$ cat config.mk
export PLATFORM = sky130hd
export DESIGN_NAME = dcc_arb
export DESIGN_NICKNAME = d
export VERILOG_FILES = /design/src/rtl/dcc_pkg.sv /design/src/rtl/dcc_rr_pick.sv /design/src/rtl/dcc_arb.sv
export SDC_FILE = /design/constraint.sdc
export NUM_CORES = 1
export LEC_CHECK = 0
export ABC_AREA = 1
export CORE_MARGIN = 5
export CORE_UTILIZATION = 31
export DETAILED_ROUTE_END_ITERATION = 10
export HOLD_SLACK_MARGIN = 0.1
export PLACE_DENSITY = 0.85
export REMOVE_ABC_BUFFERS = 1
export SKIP_CTS_REPAIR_TIMING = 1
export SYNTH_ARGS = -nofsm -noshare
export SYNTH_HDL_FRONTEND = slang
export SYNTH_SLANG_ARGS = --single-unit
$ cat constraint.sdc
create_clock -name CLK -period 1.84 [get_ports CLK]
set_input_delay 0.552 -clock CLK [delete_from_list [all_inputs] [get_ports CLK]]
set_output_delay 0.552 -clock CLK [all_outputs]
set_load 0.005 [all_outputs]
$ cat src/rtl/dcc_pkg.sv
// rtl/dcc_pkg.sv - shared arbiter state type, region field width and index helpers
package dcc_pkg;

  localparam int REG_FW = 6;

  typedef enum logic [1:0] {
    ARB_IDLE    = 2'd0,
    ARB_REQ     = 2'd1,
    ARB_GRANT   = 2'd2,
    ARB_RELEASE = 2'd3
  } arb_state_t;

  function automatic int idx_w(input int n);
    return (n > 1) ? $clog2(n) : 1;
  endfunction

  // (base + step) mod n, valid for base < n and step < n
  function automatic int wrap_inc(input int base, input int step, input int n);
    int s;
    s = base + step;
    if (s >= n) s = s - n;
    return s;
  endfunction

endpackage

$ cat src/rtl/dcc_rr_pick.sv
// rtl/dcc_rr_pick.sv - first active request found searching upward from a start index, wrapping
module dcc_rr_pick import dcc_pkg::*; #(
  parameter int  NREQ = 2,
  localparam int IW   = idx_w(NREQ)
) (
  input  logic [NREQ-1:0] req,
  input  logic [IW-1:0]   start,
  output logic [IW-1:0]   idx,
  output logic            valid
);

  logic [IW-1:0] cand;

  always_comb begin
    idx   = '0;
    valid = 1'b0;
    cand  = '0;
    for (int k = 0; k < NREQ; k++) begin
      cand = IW'(wrap_inc(int'(start), k, NREQ));
      if (!valid && req[cand]) begin
        idx   = cand;
        valid = 1'b1;
      end
    end
  end

endmodule

$ cat src/rtl/dcc_arb.sv
// rtl/dcc_arb.sv - bus arbiter with CS0 region decode, wait-state generator and FRT capture pulses
module dcc_arb import dcc_pkg::*; #(
  parameter int  NREQ = 2,
  parameter int  NREG = 4,
  parameter int  WSW  = 4,
  parameter int  RR   = 1,
  localparam int IW   = idx_w(NREQ)
) (
  input  logic                   CLK,
  input  logic                   RST,
  input  logic                   CE_R,
  input  logic [NREQ-1:0]        BREQ_N,
  output logic [NREQ-1:0]        BACK_N,
  output logic                   BRLS_N,
  input  logic                   BGR_N,
  input  logic [24:1]            A,
  input  logic                   CS0_N,
  input  logic                   RD_N,
  input  logic [1:0]             WE_N,
  input  logic                   WTIN_N,
  output logic                   WAIT_N,
  input  logic [NREG*REG_FW-1:0] REG_BASE,
  input  logic [NREG*REG_FW-1:0] REG_MASK,
  input  logic [NREG*WSW-1:0]    REG_WS,
  output logic [NREG-1:0]        RCE_N,
  output logic                   MFTI,
  output logic                   SFTI
);

  arb_state_t    state, state_nx;
  logic [IW-1:0] own, own_nx;
  logic [IW-1:0] ptr, ptr_nx;
  logic [IW-1:0] pick_idx, pick_start;
  logic          pick_valid;
  logic          own_req;

  assign pick_start = (RR != 0) ? ptr : '0;
  assign own_req    = ~BREQ_N[own];

  dcc_rr_pick #(.NREQ(NREQ)) u_pick (
    .req   (~BREQ_N),
    .start (pick_start),
    .idx   (pick_idx),
    .valid (pick_valid)
  );

  always_ff @(posedge CLK) begin
    if (RST) begin
      state <= ARB_IDLE;
      own   <= '0;
      ptr   <= '0;
    end else if (CE_R) begin
      state <= state_nx;
      own   <= own_nx;
      ptr   <= ptr_nx;
    end
  end

  // Owner is fixed from the IDLE->REQ decision until the bus goes back to IDLE.
  always_comb begin
    state_nx = state;
    own_nx   = own;
    ptr_nx   = ptr;
    BRLS_N   = 1'b1;
    BACK_N   = '1;
    case (state)
      ARB_IDLE: begin
        if (pick_valid) begin
          state_nx = ARB_REQ;
          own_nx   = pick_idx;
        end
      end
      ARB_REQ: begin
        BRLS_N = 1'b0;
        if (!own_req) begin
          state_nx = ARB_RELEASE;
        end else if (!BGR_N) begin
          state_nx = ARB_GRANT;
          ptr_nx   = IW'(wrap_inc(int'(own), 1, NREQ));
        end
      end
      ARB_GRANT: begin
        BRLS_N      = 1'b0;
        BACK_N[own] = 1'b0;
        if (!own_req) state_nx = ARB_RELEASE;
      end
      ARB_RELEASE: begin
        if (BGR_N) state_nx = ARB_IDLE;
      end
      default: state_nx = ARB_IDLE;
    endcase
  end

  logic [REG_FW-1:0] a_hi;
  logic [NREG-1:0]   hit;
  logic [WSW-1:0]    ws_sel;

  assign a_hi  = A[24:19];
  assign RCE_N = ~hit;

  always_comb begin
    hit = '0;
    for (int i = 0; i < NREG; i++) begin
      hit[i] = !CS0_N &&
               (((a_hi ^ REG_BASE[i*REG_FW +: REG_FW]) & REG_MASK[i*REG_FW +: REG_FW]) == '0);
    end
  end

  // Descending scan so the lowest-index hit region is the one that sticks.
  always_comb begin
    ws_sel = '0;
    for (int i = NREG - 1; i >= 0; i--) begin
      if (hit[i]) ws_sel = REG_WS[i*WSW +: WSW];
    end
  end

  logic           strobe, strobe_q;
  logic           start, strobe_rise, is_write;
  logic [WSW-1:0] wcnt;

  assign strobe      = RD_N & (&WE_N);
  assign start       = !strobe && strobe_q && !CS0_N;
  assign strobe_rise = strobe && !strobe_q;
  assign is_write    = ~&WE_N;

  always_ff @(posedge CLK) begin
    if (RST) begin
      strobe_q <= 1'b1;
      wcnt     <= '0;
      MFTI     <= 1'b1;
      SFTI     <= 1'b1;
    end else if (CE_R) begin
      strobe_q <= strobe;
      if (strobe_rise)
        wcnt <= '0;
      else if (start)
        wcnt <= ws_sel;
      else if (wcnt != '0)
        wcnt <= wcnt - WSW'(1);
      MFTI <= !(start && is_write && (A[24:23] == 2'b11));
      SFTI <= !(start && is_write && (A[24:23] == 2'b10));
    end
  end

  assign WAIT_N = WTIN_N & (RST | (wcnt == '0));

endmodule
==> results.txt <==
* Nets: 499
- Of the synthesized area, sequential elements account for 15.41%.
* Post-route clock skew: 0.006466 ns
* Clock tree from TritonCTS: yes
- Number of buffers created by CTS: 3
- Combinational family with the most area after synthesis: simple AND/OR/NAND/NOR gates
- Starting density of the core: 32.37%
- Type of the worst setup path: in -> out
- Internal power: 0.8375 mW
- For the worst setup path, the data arrival time is 1.48 ns.
- Multiplexer cells account for 0% of the synthesized area.
* Initial antenna violation count: 0
- Sink Count: 11
* Clock Power Share: 19.4%
- Share of the clock period used by the worst path after layout: 110.4%
- After routing the design area is 2995 sq um.
- Power spread over the standard cell area amounts to 436.7 nW/um^2.
- Setup repair after global routing could not meet its margin everywhere.
- In this run the vertical extent of the chip is 77.89 um.
- Summed over all cells, the static leakage comes to 1.812 nW.
* Minimum setup slack after placement: -0.9595 ns
- Antenna-violating nets left: 0
* Wire length reported by the detailed router: 5.925 mm
- Post-Synth Simple-Gate Area: 46.94%
- Cell area reported after detailed placement: 2608 sq um
- Share of the synthesized area in the top cell type: 22.59%
* Actual transition at the worst max-transition pin: 0.3881 ns
- Compound-Gate Fraction of Synth Area: 17.51%
* Std-Cell Core Area: 4414 sq um
* Vias per cell: 4.852
- Yosys printed 0 warnings.
- sky130_fd_sc_hd__nand2_1 takes more of the synthesized area than any other cell.
* Vias in the first global route: 2024
- Average wire per cell in the routed design: 13.31 um
- Largest fanout of any net on the critical path: 7
- The run finished, with violations left.
* Data required time at the worst endpoint: 1.29 ns
* Number of I/O port buffers: 90
* Count of mapped cells out of synthesis: 261
* Clock insertion delay at the later pin of the skew report: 0.25 ns
* VDD IR-drop max: 0.0002547 V
* Worst-case setup margin in the final layout: -0.1919 ns
* Worst hold margin: 0.4708 ns
- Power share of the combinational group: 58.7%
- Final total negative setup slack: -0.5548 ns
- Count of TritonRoute iterations in the first routing pass: 5
- Detail Placement HPWL: 4.556 mm
* Fin cells: 445
- Detailed-route DRC error count: 0
- I/O pin count: 109
- Most area-consuming cells after synthesis: sky130_fd_sc_hd__nand2_1, sky130_fd_sc_hd__dfxtp_1, sky130_fd_sc_hd__inv_1, sky130_fd_sc_hd__nand3_1, sky130_fd_sc_hd__o21ai_0
* Number of pins with negative max-slew slack in the final report: 0
- After clock tree synthesis, the clock-pin slew on the worst setup and hold paths is 0.05 ns.
- The first global-routing pass estimated 8.342 mm of wire.
* Layout Area Growth over Synthesis: 109.6%
- Subtracting the final worst setup slack from the clock period gives 2.032 ns.
* DRT iter0 DRCs: 100
- In this run the deepest clock path goes through 2 buffers.
- Post-synthesis cell type count: 31
- Sort of element at the start of the critical path: primary input
* Average footprint of a synthesized cell: 5.475 sq um
* Total global routing overflow: 0
- The count of final hold-check violations is 0.
- Pin count of the biggest net entering global routing: 9
* Count of antenna diodes in the layout: 0
- Share of post-route cells with drive strength above 1: 29.77%
- Count of state elements after synthesis: 11
- The floorplan has 24 rows.
* Flop pwr share: 21.9%
- The path class of the tightest hold or removal check is reg -> reg.
* Number of setup violations in the final report: 5
* H-tree Lvls: 1
- CP endpoint kind: output port
- In this run switching power makes up 35.98% of total power.
- Total standard cell area after synthesis: 1429 sq um
* Violations in the final reports: setup timing
* Max-Cap Viols: 0
- Once layout is complete, the utilization of the core stands at 67.86%.
- Xor/xnor share of the synthesized area: 0.6130%
* Highest achievable clock rate: 492.1 MHz
- In this run, placement finished with an instance count of 432.
- Total Power: 1.308 mW
- Horizontal die dimension: 77.89 um
- Total routing resource utilization after global routing: 16.46%
* DR vias: 2159
- Final weighted congestion of routability-driven global placement: 0.8415
- Worst relative slew slack: 73.46%
* Cell at the root of the clock tree: sky130_fd_sc_hd__clkbuf_8
- The die covers 6067 sq um.
- Of the total synthesized cell area, the portion taken by full adders, half adders and majority gates is 5.254%.
- Reported net switching power: 0.4707 mW
layer usage:
metal | GRT usage, % | vias up | part of all wire [%]
met4 | 6.081 | 0 | 3.7
li1 | - | 1085 | -
met3 | 3.704 | 21 | 6.8
met5 | 0 | - | 0
met2 | 31.80 | 76 | 54
met1 | 16.98 | 977 | 35
worst paths after layout:
path                    startpoint               endpoint  slack (ns)  cells after the start
min              MFTI$_SDFFE_PP1P_      MFTI$_SDFFE_PP1P_        0.47                      2
max                          A[24]               RCE_N[2]       -0.19                     10
min reg2reg      MFTI$_SDFFE_PP1P_      MFTI$_SDFFE_PP1P_        0.47                      2
max reg2reg  state[1]$_SDFFE_PP0P_  state[0]$_SDFFE_PP0P_        0.31                      9
Yosys cell counts:
cell,count
sky130_fd_sc_hd__a21boi_0,1
sky130_fd_sc_hd__o31ai_2,1
sky130_fd_sc_hd__o21ai_0,18
sky130_fd_sc_hd__or2_1,6
sky130_fd_sc_hd__or2_0,2
sky130_fd_sc_hd__buf_2,1
sky130_fd_sc_hd__nor2_2,6
sky130_fd_sc_hd__nand2_4,1
sky130_fd_sc_hd__o21ai_1,1
sky130_fd_sc_hd__clkbuf_1,1
sky130_fd_sc_hd__inv_2,1
sky130_fd_sc_hd__buf_6,3
sky130_fd_sc_hd__a2111oi_0,1
sky130_fd_sc_hd__and2_2,1
sky130_fd_sc_hd__nand3_2,1
sky130_fd_sc_hd__a21oi_1,13
sky130_fd_sc_hd__nand2_2,1
sky130_fd_sc_hd__nor2_1,17
sky130_fd_sc_hd__nand3_1,27
sky130_fd_sc_hd__a31oi_1,2
sky130_fd_sc_hd__dfxtp_1,11
sky130_fd_sc_hd__xnor2_1,1
sky130_fd_sc_hd__a21oi_2,4
sky130_fd_sc_hd__clkinv_1,1
sky130_fd_sc_hd__nand2_1,86
sky130_fd_sc_hd__a211oi_1,1
sky130_fd_sc_hd__nor2_4,1
sky130_fd_sc_hd__o22ai_1,1
sky130_fd_sc_hd__ha_1,6
sky130_fd_sc_hd__inv_1,41
sky130_fd_sc_hd__nor3_1,3
layout by cell type, fill, tap and decap left out, types with 2 or more instances in the layout:
cell type	synthesis	layout
sky130_fd_sc_hd__o21ai_2	0	4
sky130_fd_sc_hd__nand2_4	1	2
sky130_fd_sc_hd__nand2_1	86	78
sky130_fd_sc_hd__a31oi_1	2	2
sky130_fd_sc_hd__inv_2	1	6
sky130_fd_sc_hd__buf_6	3	12
sky130_fd_sc_hd__ha_1	6	5
sky130_fd_sc_hd__inv_1	41	34
sky130_fd_sc_hd__o21ai_0	18	9
sky130_fd_sc_hd__dfxtp_1	11	10
sky130_fd_sc_hd__clkbuf_8	0	3
sky130_fd_sc_hd__inv_4	0	2
sky130_fd_sc_hd__nor2_1	17	15
sky130_fd_sc_hd__dlymetal6s2s_1	0	49
sky130_fd_sc_hd__clkbuf_2	0	5
sky130_fd_sc_hd__nor2_2	6	6
sky130_fd_sc_hd__o21ai_1	1	6
sky130_fd_sc_hd__buf_8	0	2
sky130_fd_sc_hd__nor3_1	3	3
sky130_fd_sc_hd__a21oi_2	4	7
sky130_fd_sc_hd__buf_4	0	39
sky130_fd_sc_hd__nand3_1	27	20
sky130_fd_sc_hd__nand2_2	1	8
sky130_fd_sc_hd__buf_2	1	2
sky130_fd_sc_hd__clkdlybuf4s50_1	0	23
sky130_fd_sc_hd__a21oi_1	13	10
sky130_fd_sc_hd__or2_1	6	8
sky130_fd_sc_hd__nand3_2	1	7
sky130_fd_sc_hd__nor2_4	1	3
critical path: stages:
cell and delay (ns):
sky130_fd_sc_hd__buf_8 0.11, sky130_fd_sc_hd__buf_6 0.10, sky130_fd_sc_hd__buf_6 0.11, sky130_fd_sc_hd__inv_4 0.05
sky130_fd_sc_hd__nand2_2 0.04, sky130_fd_sc_hd__nand3_2 0.07, sky130_fd_sc_hd__nand2_2 0.07, sky130_fd_sc_hd__nor2_4 0.14
sky130_fd_sc_hd__nand2_1 0.10, sky130_fd_sc_hd__buf_2 0.14
flip-flops by register name (all words and copies together) (netlist names):
| register | count |
|---|---|
| SFTI | 1 |
| pick_start | 1 |
| own | 1 |
| strobe_q | 1 |
| wcnt | 4 |
| state | 2 |
| MFTI | 1 |
power groups by stage:
| stage | combinational, mW | clock (mW) | sequential (mW) |
|---|---|---|---|
| 2_1_floorplan | 0.285 | 0 | 0.292 |
| 3_3_place_gp | 0.673 | 0 | 0.287 |
| 3_5_place_dp | 0.695 | 0 | 0.289 |
| 4_1_cts | 0.700 | 0.254 | 0.285 |
| 5_1_grt | 0.848 | 0.259 | 0.290 |
| 6_report | 0.767 | 0.254 | 0.287 |
cell type report:
class	instances	area, sq um
inverters	43	166.4
clock buffers	4	45.04
flip-flops and latches	11	221.5
repair buffers	133	1356
multi-input cells	202	1141
fillers	341	1419
well taps	52	65.06
logic make-up (layout without fill, tap and decap cells):
family / count (synthesis) / in the layout
simple gates: 152 / 152
buf+inv: 48 / 180
fa+ha+maj: 6 / 6
compound gates: 43 / 43
flops: 11 / 11
xor+xnor: 1 / 1
(Power assumes the default switching activity.)
